### config.mk
export PLATFORM = sky130hd
export DESIGN_NAME = instruction_fetch
export DESIGN_NICKNAME = d
export VERILOG_FILES = /design/src/rtl/mips_pkg.sv /design/src/rtl/instruction_fetch.sv
export SDC_FILE = /design/constraint.sdc
export NUM_CORES = 1
export LEC_CHECK = 0
export CORE_UTILIZATION = 40
export CTS_CLUSTER_SIZE = 8
export DETAILED_ROUTE_END_ITERATION = 12
export PLACE_DENSITY = 0.72
export SYNTH_ARGS = -nofsm -noshare
export SYNTH_HDL_FRONTEND = slang
export SYNTH_SLANG_ARGS = --single-unit
export TNS_END_PERCENT = 10
### constraint.sdc
create_clock -name clk -period 2.1 [get_ports clk]
set_clock_uncertainty 0.15 [all_clocks]
set_input_delay 0.21 -clock clk [delete_from_list [all_inputs] [get_ports clk]]
set_output_delay 0.21 -clock clk [all_outputs]
set_load 0.1 [all_outputs]
### src/rtl/mips_pkg.sv
// Shared definitions for the MIPS-style fetch front end: opcodes, reserved words
// and the fetch unit state encoding.
package mips_pkg;

    localparam logic [5:0]  OP_J         = 6'b000010;
    localparam logic [31:0] ILLEGAL_WORD = 32'hFFFF_FFFF;

    typedef enum logic {
        RUN  = 1'b0,
        HALT = 1'b1
    } fetch_state_t;

endpackage : mips_pkg

### src/rtl/instruction_fetch.sv
// Word-addressed instruction fetch stage with in-fetch jump resolution, stall,
// redirect and halt-on-illegal handling, feeding a registered IF/ID boundary.
module instruction_fetch
    import mips_pkg::*;
#(
    parameter logic [31:0] RESET_PC        = 32'h0,
    parameter bit          HALT_ON_ILLEGAL = 1'b1
) (
    input  logic        clk,
    input  logic        rst_n,
    output logic [31:0] ima,
    input  logic [31:0] imrd,
    input  logic        stall,
    input  logic        redirect_en,
    input  logic [31:0] redirect_pc,
    output logic [31:0] if_instr,
    output logic [31:0] if_pc,
    output logic [31:0] if_pcplus1,
    output logic        if_valid,
    output logic        halted,
    output logic [31:0] fetch_count
);

    fetch_state_t state_q, state_d;
    logic [31:0]  pc_q, pc_d;
    logic [31:0]  if_instr_d, if_pc_d, if_pcplus1_d, fetch_count_d;
    logic         if_valid_d;
    logic [31:0]  pc_plus1;
    logic         is_jump, is_illegal;

    assign ima        = pc_q;
    assign halted     = (state_q == HALT);
    assign pc_plus1   = pc_q + 32'd1;
    assign is_jump    = (imrd[31:26] == OP_J);
    assign is_illegal = HALT_ON_ILLEGAL && (imrd == ILLEGAL_WORD);

    // NOTE: every output of this block gets a hold default first, so no path
    // through the priority chain can leave a signal unassigned and infer a latch.
    always_comb begin
        state_d       = state_q;
        pc_d          = pc_q;
        if_instr_d    = if_instr;
        if_pc_d       = if_pc;
        if_pcplus1_d  = if_pcplus1;
        if_valid_d    = if_valid;
        fetch_count_d = fetch_count;

        if (redirect_en) begin
            // Flush: the word at the old PC is discarded, wherever we were.
            state_d    = RUN;
            pc_d       = redirect_pc;
            if_instr_d = 32'h0;
            if_valid_d = 1'b0;
        end else if (state_q == HALT) begin
            if_valid_d = 1'b0;
        end else if (stall) begin
            // Decode is not ready: everything freezes, including halt detection.
        end else if (is_illegal) begin
            state_d    = HALT;
            if_valid_d = 1'b0;
        end else begin
            if_instr_d    = imrd;
            if_pc_d       = pc_q;
            if_pcplus1_d  = pc_plus1;
            if_valid_d    = 1'b1;
            fetch_count_d = fetch_count + 32'd1;
            pc_d          = is_jump ? {pc_plus1[31:26], imrd[25:0]} : pc_plus1;
        end
    end

    // NOTE: state updates use non-blocking assignments so all registers sample
    // the pre-edge values; reset is asynchronous and clears outputs immediately.
    always_ff @(posedge clk or negedge rst_n) begin
        if (!rst_n) begin
            state_q     <= RUN;
            pc_q        <= RESET_PC;
            if_instr    <= 32'h0;
            if_pc       <= 32'h0;
            if_pcplus1  <= 32'h0;
            if_valid    <= 1'b0;
            fetch_count <= 32'h0;
        end else begin
            state_q     <= state_d;
            pc_q        <= pc_d;
            if_instr    <= if_instr_d;
            if_pc       <= if_pc_d;
            if_pcplus1  <= if_pcplus1_d;
            if_valid    <= if_valid_d;
            fetch_count <= fetch_count_d;
        end
    end

endmodule : instruction_fetch

==> results of run 1 <==
[cells in the mapped netlist, types with 2 or more instances]
master	count	area, um2
buf_1	9	33.8
buf_2	12	60.1
o31ai_1	4	30.0
dfrtp_1	162	4050
o21ai_0	47	235
and4_1	4	35.0
nor3_1	20	100
nand4_1	22	138
clkbuf_1	27	101
o21ai_1	8	40.0
a31oi_1	4	25.0
nand3_1	29	145
o32a_1	2	20.0
or4_1	2	15.0
a221o_1	4	40.0
a211oi_1	13	97.6
nor4_2	3	37.5
nor2b_1	4	25.0
xnor2_1	43	377
nand2b_1	3	18.8
nand4_4	2	42.5
a211o_1	3	26.3
inv_1	12	45.0
a21oi_1	56	280
a21o_1	3	22.5
nor2_1	45	169
mux2_2	34	383
and3_1	10	62.6
mux2i_1	2	20.0
ha_1	2	25.0
nand2_1	146	548
a22o_1	2	17.5
and2_1	7	43.8
o32ai_1	2	17.5
nor3b_1	5	37.5
o22ai_1	2	12.5
nor4_1	5	31.3
xor2_1	21	184
[through the flow]
stage	setup TNS [ns]	setup WS, ns	utilization, %	cell area [um2]
after floorplan	-6.60	-0.463	-	7920
after global placement	-55.42	-0.460	58.3	11000
after global routing	-1.60	-0.328	62.8	11800
final	-0.616	-0.196	62.8	11800
after CTS	-0.601	-0.195	61.9	11600
after detailed placement	-56.23	-0.540	58.3	11000
[repair_timing]
| action | CTS | global route |
|---|---|---|
| setup endpoints to repair | 26 | 92 |
| endpoints found under the hold margin | 162 | 1 |
| hold buffers | 1 | 1 |
| buffers inserted | 1 | 7 |
| resized for setup | 7 | 35 |
| pin swaps | 4 | 13 |
[worst max-delay path by stage]
stage / depth (start not counted) / startpoint / endpoint / slack [ns]
4_1_cts: 8 / ima[1]$_DFFE_PN0P_ / ima[28]$_DFFE_PN0P_ / -0.19
6_report: 7 / ima[1]$_DFFE_PN0P_ / ima[30]$_DFFE_PN0P_ / -0.20
3_5_place_dp: 10 / imrd[28] / if_instr[13]$_DFFE_PN0P_ / -0.54
5_1_grt: 7 / ima[1]$_DFFE_PN0P_ / ima[30]$_DFFE_PN0P_ / -0.33
2_1_floorplan: 7 / ima[0]$_DFFE_PN0P_ / ima[30]$_DFFE_PN0P_ / -0.46
3_3_place_gp: 9 / imrd[28] / ima[30]$_DFFE_PN0P_ / -0.46
[flip-flops by register name (all words and copies together) (netlist names)]
register / cells
if_valid: 1
halted: 1
if_pc: 32
if_pcplus1: 32
ima: 32
if_instr: 32
fetch_count: 32
[power by group]
part           leakage, uW  internal (uW)  switching, uW  total, uW
Sequential         0.00199           3540            306       3850
Combinational      0.00316           1220           3790       5010
Clock             0.000302           1830           1420       3250
Total              0.00546           6590           5510      12100
[worst max-delay path, cell delays in order (launching register included)]
cell,delay (ns)
dfrtp_4,0.43
ha_4,0.16
nand4_1,0.10
or4_4,0.56
nor4_4,0.22
nand4_1,0.15
xnor2_1,0.15
mux2_2,0.26
[final cells by class]
cell class	instances	area (um2)	share of cell area, %
Clock inverter	14	169	1.43
Timing Repair Buffer	366	3050	25.8
Clock buffer	18	439	3.71
Antenna cell	2	5.00	0.0423
Multi-Input combinational cell	570	3650	30.8
Tap cell	260	325	2.75
Sequential cell	162	4150	35.1
Inverter	12	45.0	0.381
[metal layers]
layer / routed length [um] / track usage (%)
met5: 0 / 0
met1: 11300 / 36.2
met3: 1260 / 4.69
met2: 11700 / 40.5
met4: 738 / 10.5
[cells by family (layout without fill, tap and decap cells)]
logic type / after synthesis / after routing / share of synthesized area, %
AO/OA/AOI/OAI: 153 / 153 / 11.5
XOR/XNOR: 64 / 64 / 7.27
adder cells (fa/ha/maj): 2 / 2 / 0.324
buffers and inverters: 61 / 410 / 3.18
flip-flops: 162 / 162 / 52.6
multiplexers: 36 / 36 / 5.22
other: 0 / 2 / 0
AND/OR/NAND/NOR: 315 / 315 / 19.9
==> flow_metrics.py, run 1 <==
metrics = {
    "yosys": {
        "syn-cell-area_um2": 7710,
        "yosysUniqueCellTypes": 50,
        "netlist_instances": 793,
        "syn_area_per_cell_um2": 9.73,
        "yosysSeqAreaShare_pct": 52.6,
        "async_flop_share_pct": 100,
        "synth_flop_cell": "dfrtp_1",
        "synth_warnings": 0,
        "ys_seq_elements": 162,
        "synth_nets": 863,
        "synth_edf_count": 0,
    },
    "power": {
        "p_leak_uw": 0.00546,
        "finalPower_uw": 12100,
        "powerDensity_nw_per_um2": 1020,
        "ir_worst_vdd_uv": 597,
    },
    "worst_setup_path": {
        "rrSetupSlack_ns": -0.20,
        "cp.required_ns": 2.27,
        "rr_worst_depth": 7,
        "r2r_start": "ima[1]$_DFFE_PN0P_",
        "endpoint_kind": "flop",
        "startpoint_type": "flop",
        "crit_arrival_ns": 2.47,
        "critical_path_class": "reg -> reg",
        "cp_max_fo": 2,
        "r2r_end": "ima[30]$_DFFE_PN0P_",
    },
    "floorplanning": {
        "die-area_um2": 19800,
        "io_pins": 230,
        "die_y_um": 141,
        "rows": 50,
        "start_util_pct": 41.0,
        "coreArea_um2": 18800,
        "die_x_um": 141,
    },
    "job": {
        "drv_cap": 0,
    },
    "routing": {
        "wl_per_cell_um": 17.9,
        "routed_via_density": 5.20,
        "postRouteAntennaNets": 0,
        "routed_wl_mm": 25.1,
        "drcViolationCount": 0,
        "num_vias": 7305,
        "first_pass_iters": 5,
        "drtIter0Drc": 517,
    },
    "final_layout": {
        "final_common_cell": "buf_4",
        "drive_gt1_share_pct": 39.2,
        "nFillCells": 1556,
        "mostFrequentLayoutCells": "buf_4, nand2_1, dfrtp_1",
        "final_cells": 1404,
        "num-nets-final": 1199,
        "syn2layout_area_growth_pct": 53.4,
    },
    "clock_tree": {
        "clock-sinks": 162,
        "cts_tree": "yes",
        "clk_pin_slew_ns": 0.07,
        "cts_made_buffers": 17,
        "clockBufferDepth": 2,
        "cts.htree.levels": 4,
        "cts_root_buf": "clkbuf_16",
        "clk-insertion-delay-late_ns": 0.43,
    },
    "global_routing": {
        "grt-ovfl-total": 0,
        "grt_first_pass_wirelength_mm": 39.6,
        "grt_use_total_pct": 26.1,
        "grt_max_degree": 102,
        "grt_pass1_vias": 7142,
        "antenna_found_initial": 2,
    },
    "timing": {
        "rsz0062_at_grt": "yes",
        "layout_setup_ws_ns": -0.196,
        "period_minus_slack_ns": 2.30,
        "timing.hold.ws_ns": 0.00621,
        "max_freq_ghz": 0.436,
        "finalHoldViolations": 0,
        "slew_violations": 0,
        "max-slew-margin-rel_pct": 70.5,
        "setup_viol": 6,
        "post-route-period-util_pct": 109,
        "worstMarginPinSlew_ns": 0.443,
    },
    "status": {
        "status": "finished with violations",
        "violations": "setup timing",
    },
    "place": {
        "dpl.cell_count": 1362,
        "dp_hpwl_mm": 18.6,
        "portBuffers": 229,
        "gp_congestion": 0.901,
    },
    "worst_hold_path": {
        "min_path_type": "in -> async",
    },
}
(Power assumes the default switching activity.)
==> run 2, diff against run 1 <==
Settings changed: CELL_PAD_IN_SITES_DETAIL_PLACEMENT set to 0, CELL_PAD_IN_SITES_GLOBAL_PLACEMENT set to 2, CORE_UTILIZATION 40 to 26, PLACE_DENSITY 0.72 to unset, PLACE_DENSITY_LB_ADDON set to 0.1, SLEW_MARGIN set to 5.
==> run 2 against run 1 <==
The flow still finishes with violations (setup timing). Routed wire length increased by 14%. Die area rose by 53%. Via count decreased by 1.5%. Setup slack got worse by 0.023 ns. Combinational power is 2% higher. Sequential power fell by 1%. Final area increased by 3.8%. Sequential share of layout area fell by 1.3 points. Non-clock buffer count increased by 32. Core utilization down 20 points. First-iteration DRC count fell by 54%. Critical path type unchanged. Largest cell class unchanged. Highest routed layer is now met5.
==> flow_metrics.py, run 2 (synthesis results as in run 1) <==
metrics = {
    "worst_setup_path": {
        "path_delay_family": "simple AND/OR/NAND/NOR gates",
        "crit_chain": "ha_4 -> nand4_1 -> or4_4 -> nor4_4 -> nand4_1 -> xnor2_1 -> mux2_2",
        "cp.required_ns": 2.26,
        "r2r_end": "ima[30]$_DFFE_PN0P_",
        "rrSetupSlack_ns": -0.22,
        "critical_path_class": "reg -> reg",
        "crit_top_cell": "nand4_1",
        "cp_slowest_cell": "or4_4",
        "rr_worst_depth": 7,
        "cp_max_fo": 2,
        "startpoint_type": "flop",
        "endpoint_kind": "flop",
        "r2r_start": "ima[1]$_DFFE_PN0P_",
        "crit_buf_inv": 0,
        "crit_arrival_ns": 2.48,
        "critPathMaxStageDelay_ns": 0.57,
    },
    "power": {
        "p_leak_uw": 0.00563,
        "powerDensity_nw_per_um2": 977,
        "ir_worst_vdd_uv": 472,
    },
    "floorplanning": {
        "die-area_um2": 30400,
        "rows": 62,
        "coreArea_um2": 28900,
        "start_util_pct": 26.7,
        "die_y_um": 174,
        "io_pins": 230,
        "die_x_um": 174,
    },
    "routing": {
        "routed_via_density": 4.62,
        "routed_wl_mm": 28.7,
        "postRouteAntennaNets": 0,
        "drtIter0Drc": 239,
        "first_pass_iters": 4,
        "num_vias": 7199,
        "wl_per_cell_um": 18.4,
        "drcViolationCount": 0,
    },
    "global_routing": {
        "grt-ovfl-total": 0,
        "grt_use_total_pct": 19.2,
        "grt_max_degree": 71,
        "grt_pass1_vias": 7289,
        "grt_first_pass_wirelength_mm": 44.5,
        "antenna_found_initial": 1,
    },
    "clock_tree": {
        "cts_root_buf": "clkbuf_16",
        "clk-insertion-delay-late_ns": 0.43,
        "clockBufferDepth": 2,
        "cts_made_buffers": 17,
        "clk_pin_slew_ns": 0.07,
        "clock-sinks": 162,
        "cts_tree": "yes",
        "cts.htree.levels": 4,
    },
    "timing": {
        "slew_violations": 0,
        "setup_viol": 5,
        "max-slew-margin-rel_pct": 68.1,
        "finalHoldViolations": 0,
        "max_freq_ghz": 0.431,
        "worstMarginPinSlew_ns": 0.478,
        "rsz0062_at_grt": "yes",
        "layout_setup_ws_ns": -0.219,
        "tns_ns": -0.644,
        "post-route-period-util_pct": 110,
        "period_minus_slack_ns": 2.32,
    },
    "final_layout": {
        "final_common_cell": "buf_4",
        "num-nets-final": 1231,
        "syn2layout_area_growth_pct": 59.3,
        "fin_util_pct": 42.5,
        "mostFrequentLayoutCells": "buf_4, nand2_1, dfrtp_1",
        "diodes": 0,
        "drive_gt1_share_pct": 41.1,
        "final_cells": 1558,
        "nFillCells": 2920,
    },
    "worst_hold_path": {
        "hp-start": "imrd[17]",
        "min_path_type": "in -> reg",
        "hold_path_depth": 4,
        "min_to": "if_instr[17]$_DFFE_PN0P_",
    },
    "job": {
        "drv_cap": 0,
    },
    "place": {
        "portBuffers": 229,
        "dp_hpwl_mm": 21.5,
        "dpl.cell_count": 1517,
        "gp_congestion": 0.778,
    },
    "status": {
        "status": "finished with violations",
        "violations": "setup timing",
    },
}
==> run 2: worst max-delay path by stage <==
stage	start	slack, ns	cells after the start	end
3_5_place_dp	imrd[31]	-0.64	7	if_pc[8]$_DFFE_PN0P_
2_1_floorplan	ima[0]$_DFFE_PN0P_	-0.46	7	ima[30]$_DFFE_PN0P_
6_report	ima[1]$_DFFE_PN0P_	-0.22	7	ima[30]$_DFFE_PN0P_
5_1_grt	ima[1]$_DFFE_PN0P_	-0.40	7	ima[30]$_DFFE_PN0P_
3_3_place_gp	imrd[31]	-0.61	7	if_pc[1]$_DFFE_PN0P_
4_1_cts	ima[1]$_DFFE_PN0P_	-0.25	7	ima[30]$_DFFE_PN0P_
==> run 2: through the flow <==
stage / hold slack (ns) / area, um2 / setup WS, ns / power, uW
floorplan: -0.236 / 7920 / -0.463 / 7440
global placement: 0.0409 / 11400 / -0.607 / 8930
detailed placement: 0.0401 / 11400 / -0.638 / 8940
CTS: 0.101 / 12100 / -0.252 / 12100
global route: 0.0870 / 12300 / -0.395 / 12500
finish: 0.0679 / 12300 / -0.219 / 12000
==> run 2: timing repair <==
item / in CTS / in global routing
pin swaps: 8 / 19
setup buffers: 5 / 1
resized for setup: 20 / 48
cloned: 2 / 0
hold endpoints to repair: 107 / 1
hold buffers: 1 / 1
endpoints found under the setup margin: 109 / 72
==> run 2: final cells by class <==
type	count	area [um2]	area share (%)
clock buffers	19	453	3.69
flip-flops and latches	162	4150	33.8
repair buffers	398	3350	27.2
well taps	384	480	3.91
inverters	12	45.0	0.367
multi-input cells	570	3690	30.1
clock inverters	13	116	0.947
==> run 2: worst register-to-register path, delay by kind of cell, from the launching register on <==
family / cells / cell delay, ns
XOR/XNOR: 1 / 0.15
adder cells (fa/ha/maj): 1 / 0.15
flip-flops: 1 / 0.43
multiplexers: 1 / 0.26
AND/OR/NAND/NOR: 4 / 1.06
==> run 2: layer usage <==
layer,GRT usage (%),wire (um),vias up,part of all wire (%)
met2,30.0,13300,174,46
met4,4.57,284,2,0.99
met5,0,13,-,0.045
met3,3.94,1440,22,5.0
li1,-,-,3491,-
met1,27.1,13700,3510,48
==> run 2: power by group <==
group / switching (uW) / internal [uW]
Sequential: 262 / 3540
Combinational: 3840 / 1260
Clock: 1480 / 1620
==> run 3, diff against run 2 <==
Settings changed: ABC_AREA set to 1, CORE_UTILIZATION 26 to 24, PLACE_DENSITY set to 0.79, PLACE_DENSITY_LB_ADDON 0.1 to unset.
==> run 3 against run 2 <==
The flow now finishes without violations. Die area increased by 20%. Power is 5.8% higher. Global-route usage fell by 0.77 points. Critical path type unchanged. Critical endpoint is now ima[20]$_DFFE_PN0P_. Largest power group unchanged.
==> flow_metrics.py, run 3 <==
metrics = {
    "yosys": {
        "syn-cell-area_um2": 8590,
        "yosysUniqueCellTypes": 30,
        "yosys.area_share.simple_pct": 36.5,
        "synthAdderAreaFrac_pct": 0.291,
        "synth_compound_area_share_pct": 7.81,
        "synthTopCellsByCount": "nand2_1, dfrtp_1, nand3_1",
        "ys_seq_elements": 162,
        "synth_nets": 1263,
        "synth_edf_count": 0,
        "synth_flop_cell": "dfrtp_1",
        "synth_area_leaders": "dfrtp_1, nand2_1, nand3_1",
        "yosysSeqAreaShare_pct": 47.2,
        "synth_top_area_share_pct": 47.2,
        "synth.area.mux_share_pct": 0,
        "synth_most_common_cell": "nand2_1",
        "synth_top_family_by_area": "simple AND/OR/NAND/NOR gates",
        "netlist_instances": 1193,
        "synth_warnings": 0,
        "synth_xor_area_share_pct": 1.63,
        "async_flop_share_pct": 100,
        "yosys.area.top_type": "dfrtp_1",
        "syn_area_per_cell_um2": 7.20,
    },
    "floorplanning": {
        "coreArea_um2": 34900,
        "die_x_um": 191,
        "start_util_pct": 24.6,
        "die_y_um": 191,
        "rows": 68,
        "io_pins": 230,
        "die-area_um2": 36600,
    },
    "place": {
        "gp_congestion": 0.865,
        "dp_hpwl_mm": 25.6,
        "portBuffers": 229,
        "place_ws_ns": -0.0838,
    },
    "routing": {
        "routed_via_density": 4.44,
        "postRouteAntennaNets": 0,
        "drcViolationCount": 0,
        "wl_per_cell_um": 17.0,
        "drtIter0Drc": 442,
        "num_vias": 8584,
        "first_pass_iters": 5,
        "routed_wl_mm": 32.9,
    },
    "global_routing": {
        "grt_first_pass_wirelength_mm": 50.7,
        "grt_max_degree": 50,
        "antenna_found_initial": 3,
        "grt-ovfl-total": 0,
        "grt_use_total_pct": 18.5,
        "grt_pass1_vias": 8618,
    },
    "worst_setup_path": {
        "crit_buf_inv": 0,
        "critical_path_class": "reg -> reg",
        "crit_top_cell": "nand2_1",
        "endpoint_kind": "flop",
        "path_delay_family": "simple AND/OR/NAND/NOR gates",
        "rr_worst_depth": 12,
        "crit_chain": "ha_1 -> nand2_1 -> nor2_1 -> nand2_1 -> nor2_4 -> nand2_1 -> nand2_1 -> nand2_1 -> nand2_1 -> nand2_1 -> nand2_1 -> nand2_1",
        "crit_arrival_ns": 2.15,
        "r2r_end": "ima[20]$_DFFE_PN0P_",
        "critPathMaxStageDelay_ns": 0.41,
        "cp_max_fo": 7,
        "cp.required_ns": 2.28,
        "startpoint_type": "flop",
        "r2r_start": "ima[0]$_DFFE_PN0P_",
        "cp_slowest_cell": "dfrtp_4",
        "rrSetupSlack_ns": 0.12,
    },
    "power": {
        "p_sw_uw": 6160,
        "p_leak_uw": 0.00601,
        "ir_worst_vdd_uv": 854,
        "powerDensity_nw_per_um2": 1040,
        "swShare_pct": 48.5,
        "p_int_uw": 6540,
        "clkPwrFrac_pct": 25.2,
        "combPwrFrac_pct": 43.1,
        "sequentialPowerShare_pct": 31.7,
    },
    "timing": {
        "max-slew-margin-rel_pct": 61.9,
        "max_freq_ghz": 0.506,
        "setup_viol": 0,
        "post-route-period-util_pct": 94.1,
        "layout_setup_ws_ns": 0.125,
        "period_minus_slack_ns": 1.98,
        "timing.hold.ws_ns": 0.159,
        "worstMarginPinSlew_ns": 0.572,
        "finalHoldViolations": 0,
        "slew_violations": 0,
        "rsz0062_at_grt": "yes",
    },
    "final_layout": {
        "syn2layout_area_growth_pct": 41.7,
        "mostFrequentLayoutCells": "nand2_1, buf_4, dfrtp_1",
        "fin_util_pct": 34.9,
        "final_common_cell": "nand2_1",
        "nFillCells": 3761,
        "drive_gt1_share_pct": 21.7,
        "num-nets-final": 1534,
    },
    "clock_tree": {
        "cts_tree": "yes",
        "clock-sinks": 162,
        "clk-insertion-delay-late_ns": 0.44,
        "clockBufferDepth": 2,
        "clk_pin_slew_ns": 0.07,
        "cts_made_buffers": 17,
        "cts.htree.levels": 4,
        "cts_root_buf": "clkbuf_16",
    },
    "worst_hold_path": {
        "min_path_type": "in -> async",
    },
    "job": {
        "drv_cap": 0,
    },
    "status": {
        "status": "complete, no violations",
    },
}
run 3: area by class of cell:
class / instances / area (um2) / share of cell area [%]
Clock inverter: 11 / 129 / 1.06
Antenna cell: 1 / 2.50 / 0.0206
Inverter: 77 / 290 / 2.38
Sequential cell: 162 / 4100 / 33.6
Multi-Input combinational cell: 903 / 3990 / 32.8
Timing Repair Buffer: 303 / 2630 / 21.6
Tap cell: 455 / 569 / 4.68
Clock buffer: 21 / 460 / 3.78
run 3: timing repair:
action | in CTS | in global routing
hold buffers | 1 | 0
buffers inserted | 0 | 0
endpoints found under the setup margin | 0 | 14
hold endpoints to repair | 42 | 0
gates resized for setup | 0 | 5
run 3: per-layer routing:
metal / routed length, um / GRT usage, % / share of wire (%) / vias up
li1: - / - / - / 4346
met1: 15300 / 24.2 / 46 / 4004
met2: 15000 / 29.4 / 45 / 209
met3: 2250 / 5.69 / 6.8 / 23
met4: 419 / 4.43 / 1.3 / 2
met5: 11 / 0 / 0.033 / -
run 3: power groups by stage:
stage | registers, uW | logic (uW) | clock network (uW)
2_1_floorplan | 7070 | 897 | 0
3_3_place_gp | 4080 | 5490 | 0
3_5_place_dp | 4090 | 5510 | 0
4_1_cts | 4030 | 5520 | 3290
5_1_grt | 4090 | 5740 | 3410
6_report | 4020 | 5480 | 3200
run 3: cell families after synthesis:
group                      Yosys count
AOI/OAI and AO/OA                  129
xor gates and xnor gates            16
adders and majority gates            2
buffers and inverters              128
DFF                                162
and+or+nand+nor                    756
run 3: per-stage QoR:
stage,instance area (um2),TNS (ns),total power [uW],cells
2_1_floorplan,8630,-0.343,7960,1193
3_3_place_gp,11600,-0.509,9570,1899
3_5_place_dp,11600,-1.02,9600,1899
4_1_cts,12200,0,12800,1932
5_1_grt,12200,-0.0290,13200,1932
6_report,12200,0,12700,1933
run 3: worst max-delay path by stage:
stage,from,endpoint,slack [ns],depth (start not counted)
floorplan,fetch_count[12]$_DFFE_PN0P_,fetch_count[31]$_DFFE_PN0P_,-0.05,9
global placement,imrd[3],if_pc[0]$_DFFE_PN0P_,-0.04,11
detailed placement,imrd[14],fetch_count[5]$_DFFE_PN0P_,-0.08,12
CTS,ima[0]$_DFFE_PN0P_,ima[22]$_DFFE_PN0P_,0.02,12
global route,ima[0]$_DFFE_PN0P_,ima[22]$_DFFE_PN0P_,-0.02,12
finish,ima[0]$_DFFE_PN0P_,ima[20]$_DFFE_PN0P_,0.12,12
